## config.mk

```make
export PLATFORM = sky130hd
export DESIGN_NAME = mem_arbiter
export DESIGN_NICKNAME = d
export VERILOG_FILES = /design/src/rtl/mem_arbiter.sv
export SDC_FILE = /design/constraint.sdc
export NUM_CORES = 1
export LEC_CHECK = 0
export ABC_CLOCK_PERIOD_IN_PS = 4500
export BUFFER_PORTS_ARGS = -buffer_cell sky130_fd_sc_hd__buf_4
export CAP_MARGIN = 15
export CORE_AREA = 4 4 129 131
export DETAILED_ROUTE_END_ITERATION = 12
export DIE_AREA = 0 0 133 135
export PLACE_DENSITY = 0.66
export SYNTH_ARGS = -nofsm -noshare
export SYNTH_HDL_FRONTEND = slang
export SYNTH_SLANG_ARGS = --single-unit
```

## constraint.sdc

```tcl
create_clock -name clk -period 4.5 [get_ports clk]
set_input_delay 1.125 -clock clk [delete_from_list [all_inputs] [get_ports clk]]
set_output_delay 1.125 -clock clk [all_outputs]
set_load 0.01 [all_outputs]
```

## src/rtl/mem_arbiter.sv

```systemverilog
// Two-master, one-slave round-robin arbiter for the valid/ready memory bus.
// The grant is held until the slave acknowledges or the watchdog expires.
module mem_arbiter #(
  parameter int          TIMEOUT      = 1024,
  parameter logic [31:0] TIMEOUT_DATA = 32'hDEADBEEF
) (
  input  logic        clk,
  input  logic        rstn,
  input  logic        m0_valid,
  output logic        m0_ready,
  input  logic [31:0] m0_addr,
  input  logic [31:0] m0_wdata,
  input  logic [3:0]  m0_wstrb,
  output logic [31:0] m0_rdata,
  input  logic        m1_valid,
  output logic        m1_ready,
  input  logic [31:0] m1_addr,
  input  logic [31:0] m1_wdata,
  input  logic [3:0]  m1_wstrb,
  output logic [31:0] m1_rdata,
  output logic        mem_valid,
  input  logic        mem_ready,
  output logic [31:0] mem_addr,
  output logic [31:0] mem_wdata,
  output logic [3:0]  mem_wstrb,
  input  logic [31:0] mem_rdata,
  output logic        timeout_err,
  output logic [31:0] err_addr
);

  localparam int WDOG_W = (TIMEOUT > 0) ? $clog2(TIMEOUT + 1) : 1;
  localparam logic [WDOG_W-1:0] WDOG_LAST = (TIMEOUT > 0) ? WDOG_W'(TIMEOUT - 1) : '0;

  typedef enum logic [1:0] {IDLE, GNT0, GNT1} state_t;

  state_t            state_reg, state_next;
  logic              last_reg, last_next;
  logic [WDOG_W-1:0] wdog_reg, wdog_next;
  logic              timeout_err_reg, timeout_err_next;
  logic [31:0]       err_addr_reg, err_addr_next;

  logic              sel1;
  logic              timeout_hit;
  logic              done;
  logic [31:0]       gnt_addr, gnt_wdata, rsp_rdata;
  logic [3:0]        gnt_wstrb;

  assign sel1      = (state_reg == GNT1);
  assign gnt_addr  = sel1 ? m1_addr  : m0_addr;
  assign gnt_wdata = sel1 ? m1_wdata : m0_wdata;
  assign gnt_wstrb = sel1 ? m1_wstrb : m0_wstrb;

  // A coinciding mem_ready takes priority over the watchdog.
  assign timeout_hit = (TIMEOUT > 0) && (state_reg != IDLE) && !mem_ready &&
                       (wdog_reg == WDOG_LAST);
  assign done        = mem_ready || timeout_hit;
  assign rsp_rdata   = timeout_hit ? TIMEOUT_DATA : mem_rdata;

  always_comb begin
    state_next       = state_reg;
    last_next        = last_reg;
    wdog_next        = wdog_reg;
    timeout_err_next = 1'b0;
    err_addr_next    = err_addr_reg;
    mem_valid        = 1'b0;
    mem_addr         = '0;
    mem_wdata        = '0;
    mem_wstrb        = '0;
    m0_ready         = 1'b0;
    m1_ready         = 1'b0;
    m0_rdata         = '0;
    m1_rdata         = '0;
    case (state_reg)
      IDLE: begin
        // On a tie, last_reg==1 means master 0 is owed the bus.
        if (m0_valid && (!m1_valid || last_reg)) begin
          state_next = GNT0;
          last_next  = 1'b0;
          wdog_next  = '0;
        end else if (m1_valid) begin
          state_next = GNT1;
          last_next  = 1'b1;
          wdog_next  = '0;
        end
      end
      GNT0, GNT1: begin
        mem_valid = 1'b1;
        mem_addr  = gnt_addr;
        mem_wdata = gnt_wdata;
        mem_wstrb = gnt_wstrb;
        if (sel1) begin
          m1_ready = done;
          m1_rdata = rsp_rdata;
        end else begin
          m0_ready = done;
          m0_rdata = rsp_rdata;
        end
        if (done) begin
          state_next = IDLE;
        end
        if (timeout_hit) begin
          timeout_err_next = 1'b1;
          err_addr_next    = gnt_addr;
        end
        if ((TIMEOUT > 0) && !mem_ready) begin
          wdog_next = wdog_reg + WDOG_W'(1);
        end
      end
      default: state_next = IDLE;
    endcase
  end

  always_ff @(posedge clk or negedge rstn) begin
    if (!rstn) begin
      state_reg       <= IDLE;
      last_reg        <= 1'b1;
      wdog_reg        <= '0;
      timeout_err_reg <= 1'b0;
      err_addr_reg    <= '0;
    end else begin
      state_reg       <= state_next;
      last_reg        <= last_next;
      wdog_reg        <= wdog_next;
      timeout_err_reg <= timeout_err_next;
      err_addr_reg    <= err_addr_next;
    end
  end

  assign timeout_err = timeout_err_reg;
  assign err_addr    = err_addr_reg;

endmodule

```

# Yosys cells after proc, flatten, opt, wreduce, memory -nomap -nowiden
# Index checks and enable logic that the tools add are counted.
[word_totals]
register_bits = 47
latch_bits = 0
mem_bits_rw = 0
rom_bits = 0
inputBits = 173
output_inout_bits = 168
elab_cells = 56
mem_count = 0
[classes]
addsub = 1
n_mul = 0
div_mod_pow = 0
order_cmp = 0
eq_ne = 6
shifts = 0
n_mux = 28
n_bitwise = 0
reduce_logical = 16
[op_table]
columns = ["cell", "n"]
rows = [
  ["two-way mux 32 bit", 9],
  ["two-way mux 11 bit", 3],
  ["one-hot mux 11 bit (2 select lines)", 1],
  ["adder 11 x 1 -> 11 bit, second input constant", 1],
  ["== test 11 x 10 -> 1 bit, second input constant", 1],
  ["two-way mux 1 bit", 9],
  ["two-way mux 4 bit", 2],
  ["two-way mux 2 bit", 3],
  ["AND reduction 2 bit", 3],
  ["nonzero test 2 bit", 3],
  ["!= test 2 bit, second input constant", 2],
  ["one-hot mux 2 bit (2 select lines)", 1],
  ["logical AND 1 bit", 3],
  ["!= test 3 bit, second input constant", 1],
  ["AND reduction 3 bit", 1],
  ["== test 2 x 1 -> 1 bit, second input constant", 1],
  ["== test 2 bit, second input constant", 1],
  ["logical NOT 1 bit", 2],
  ["logical NOT 2 bit", 1],
  ["logical OR 1 bit", 2],
  ["OR reduction 2 bit", 1],
]

# Longest topological paths before layout
[logic_depth]
word_depth = 6
mapped_depth = 8
ltp_nobuf = 6

# Worst setup path before layout
# OpenSTA, ideal clock, no wires.
[synth_path]
path_type = "input to output"
start = "input mem_ready"
end = "output m1_rdata[14]"
arrival_time_ns = 2.460
required_time_ns = 3.375
setup_slack_ns = 0.915
stages = 5
n_path_buf = 1
cell_sequence = "or4b_1 nor4_4 buf_2 nor2_1 and2_1"
[synth_between]
elab_chain_cells = 6
[synth_lines]
columns = ["element", "line_no", "text"]
rows = [
  ["from (decl)", "22", "input logic mem_ready,"],
  ["logical NOT 1 bit", "--", ""],
  ["logical AND 1 bit (2 in series)", "54", "assign timeout_hit = (TIMEOUT > 0) && (state_reg != IDLE) && !mem_ready &&"],
  ["two-way mux 32 bit", "57", "assign rsp_rdata = timeout_hit ? TIMEOUT_DATA : mem_rdata;"],
  ["two-way mux 32 bit", "91", "if (sel1) begin"],
  ["two-way mux 32 bit", "73", "case (state_reg)"],
  ["to (decl)", "20", "output logic [31:0] m1_rdata,"],
]
# Every way passes these cells.

# Worst setup path after layout
[layout_path]
start = "input mem_ready"
end = "output m0_rdata[20]"
[layout_between]
elab_chain_cells = 6
[layout_lines]
columns = ["element", "line_no", "text"]
rows = [
  ["logical NOT 1 bit", "--", ""],
  ["logical AND 1 bit (2 in series)", "54", ""],
  ["two-way mux 32 bit", "57", ""],
  ["two-way mux 32 bit", "91", ""],
  ["two-way mux 32 bit", "73", ""],
  ["to (decl)", "14", "output logic [31:0] m0_rdata,"],
]
# Every way passes these cells.

==> metrics.md <==
| Metric | Value |
|---|---|
| Die Footprint | `~0.018 mm^2` |
| H-Tree Depth | `2` |
| Maximum VDD drop | `just under 0.0004 V` |
| Vias in the first global route | `approximately 4300` |
| Fillers | `about 1600` |
| RSZ-0062 raised after global routing | `false` |
| FF-to-FF Start | `state_reg[1]` |
| Net Switching | `1507 uW` |
| Synthesis-to-finish area growth | `81.78%` |
| Met2 Use GR | `0.2745` |
| Average wire per standard cell | `roughly 16 um` |
| GPL Wtd Cong | `around 0.77` |
| Synthesized Nets | `625` |
| Busiest grt layer | `met2` |
| Synthesized area | `0.003612 mm^2` |
| Synth top area share | `0.3187` |
| Layout cells sized above 1 | `0.4733` |
| Core ar. | `approximately 0.016 mm^2` |
| Yosys top cell by area | `dfrtp_1` |
| Clk_lat worst skew | `~290 ps` |
| Final Core Density | `0.4210` |
| Vias per cell | `4.396` |
| Worst setup SP type | `input pin` |
| Largest net degree at the start of global routing | `approximately 110` |
| Critical-path maximum fanout | `33` |
| Initial DRC Count | `around 180` |
| Max Root-Sink Buffers | `2` |
| Seq/Total Area, Yosys | `0.3259` |
| Maxcap violations | `0` |
| Port bufs | `340` |
| I/O pin cnt | `between 300 and 400` |
| Chip Width | `133 um` |
| Post CTS Setup Buffer Count | `0` |
| Drt first pass iters | `5` |
| Leakage power figure | `between 0.003 and 0.004 uW` |
| # DRC | `0` |
| Netlist cell types | `33` |
| Die extent in y | `roughly 140 um` |
| GRT met3 Usage | `0.04508` |
| Clock Skews | `~5.9 ps` |
| Int Power | `1971 uW` |
| M1 GR Usage | `0.2060` |
| DP Wirelength | `12410 um` |
| Hold Fails Final Rpt | `0` |
| Final WL | `15510 um` |
| Antenna Violating Nets Remaining | `0` |
| Row cnt | `between 40 and 50` |
| HP Class | `reg -> reg` |
| Global-route wire length before repair | `between 20000 and 25000 um` |
| Power Density | `529.6 mW/mm^2` |
| Synth warn | `0` |
| Layout Nets | `approximately 940` |
| Vias | `approximately 4300` |
| Root buf cell | `clkbuf_16` |
| WP data arrival | `about 2800 ps` |
| Syn avg cell area | `a little over 8 um^2` |
| Worst setup EP type | `primary output` |
| Gate power share | `0.740` |
| GRT Residual Overflow | `0` |
| Status | `finished clean` |
| Synth area leaders | `dfrtp_1 32%, mux2i_1 19%, nor2b_1 12%, a21oi_1 9.8%, nor2_1 8.6%` |
| Sw frac | `0.4333` |
| Fmax achieved | `roughly 0.25 GHz` |
| Clock share of power | `0.123` |
| CTS Buf Count | `5` |
| Gr usage total | `0.1610` |
| Max-slew headroom | `0.5934` |
| Worst-Margin Slew | `609.9 ps` |
| Worst Setup SP | `mem_ready` |
| WP data required | `about 3400 ps` |
| Mapped Cells | `around 450` |
| Diode count | `0` |
| Setup TNS | `0 ps` |
| Fin. max-slew vios | `0` |
| Clk slew on worst S/H paths | `around 60 ps` |
| Hold buffer count at cts | `0` |
| Final period utilization | `0.8763` |
| CTS tree | `done` |
| Final setup viols | `0` |
| Number of flip-flops in the largest register | `32` |
| Post-CTS sizing | `0` |
| Seq pwr share | `0.137` |
| Initial Utilization | `0.2316` |
| Critical path class | `in -> out` |
| Worst R2R Setup Slack | `1770 ps` |
| Initial antenna violation count | `1` |
| Yosys reg bits | `47` |
| CTS Sinks | `between 40 and 50` |
| HP Start | `state_reg[0]` |
| Tmin final | `3943 ps` |
cells in the mapped netlist:
cell type and n:
or3_1 4, or4_4 1, a21oi_1 71, xor2_1 2, nor4_4 1, o21bai_1 1
mux2i_1 68, buf_1 4, or2_2 1, nand2_1 7, inv_1 3, nor3b_2 1
dfstp_2 1, o21ai_0 6, xnor2_1 1, or4b_1 1, nand3_1 7, o31ai_1 4
nor2_1 83, nor2b_1 69, clkbuf_1 19, nor4_1 1, buf_2 13, and2_1 18
ha_1 3, a31oi_1 1, nand2b_1 3, dfrtp_1 46, or4_1 3, nand4_1 2
nor3b_1 1, o2bb2ai_1 2, or4b_2 1
critical path, stage by stage:
cell	delay [ps]
buf_4	130
or4b_1	560
nor4_4	240
buf_12	230
nor2_1	170
and2_1	200
buf_4	140
logic make-up after synthesis:
logic type                 after synthesis  synth area share
AOI/OAI and AO/OA                       85            0.1237
buffers and inverters                   39           0.04503
xor gates and xnor gates                 3          0.007275
and+or+nand+nor                        204            0.2993
muxes                                   68            0.1884
adders and majority gates                3           0.01039
DFF                                     47            0.3259
final cells by class:
class	instances	area [um^2]	area share
repair buffers	348	2648	0.4032
multi-input cells	363	2287	0.3483
flip-flops and latches	47	1177	0.1793
well taps	216	270.3	0.04116
clock buffers	5	125.1	0.01905
clock inverters	3	47.55	0.007241
inverters	3	11.26	0.001715
placed cells by master, fill, tap and decap left out, types with 2 or more instances in the layout:
master / instances
a21oi_1: 71
and2_1: 18
buf_12: 3
buf_4: 344
clkbuf_16: 5
dfrtp_1: 46
inv_1: 3
mux2i_1: 68
nand2_1: 7
nand2b_1: 3
nand3_1: 7
nand4_1: 2
nor2_1: 83
nor2b_1: 69
o21ai_0: 6
o2bb2ai_1: 2
o31ai_1: 4
or3_1: 4
or4_1: 3
xor2_1: 2
layer usage:
| layer | up-vias | part of all wire |
|---|---|---|
| li1 | 2153 | - |
| met1 | 1948 | 0.41 |
| met2 | 218 | 0.49 |
| met3 | 9 | 0.089 |
| met4 | 2 | 0.0085 |
| met5 | - | 0.00064 |
power groups by stage:
stage / combinational (uW) / sequential, uW / clock (uW)
floorplan: 1370 / 474 / 0
global placement: 2610 / 482 / 0
detailed placement: 2600 / 483 / 0
CTS: 2610 / 475 / 445
global route: 2780 / 478 / 461
finish: 2570 / 475 / 429
metrics by stage:
step           hold WS (ps)  cell area, um^2  total power, uW  std cells  setup WS, ps
2_1_floorplan         456.1             3612             1843        449         914.5
3_3_place_gp          495.2             6389             3089        976         584.4
3_5_place_dp          505.0             6389             3081        976         566.4
4_1_cts               520.0             6561             3527        984         562.9
5_1_grt               544.6             6566             3720        985         469.8
6_report              513.3             6566             3477        985         556.7
worst paths after layout:
kind / to / cells after the start
max: m0_rdata[20] / 7
min: state_reg[0] / 1
max in group asynchronous: err_addr[28] / 1
min in group asynchronous: err_addr[1] / 1
max reg2reg: wdog_reg[8] / 7
min reg2reg: state_reg[0] / 1
Note: power is estimated with default switching activity, not from simulation.
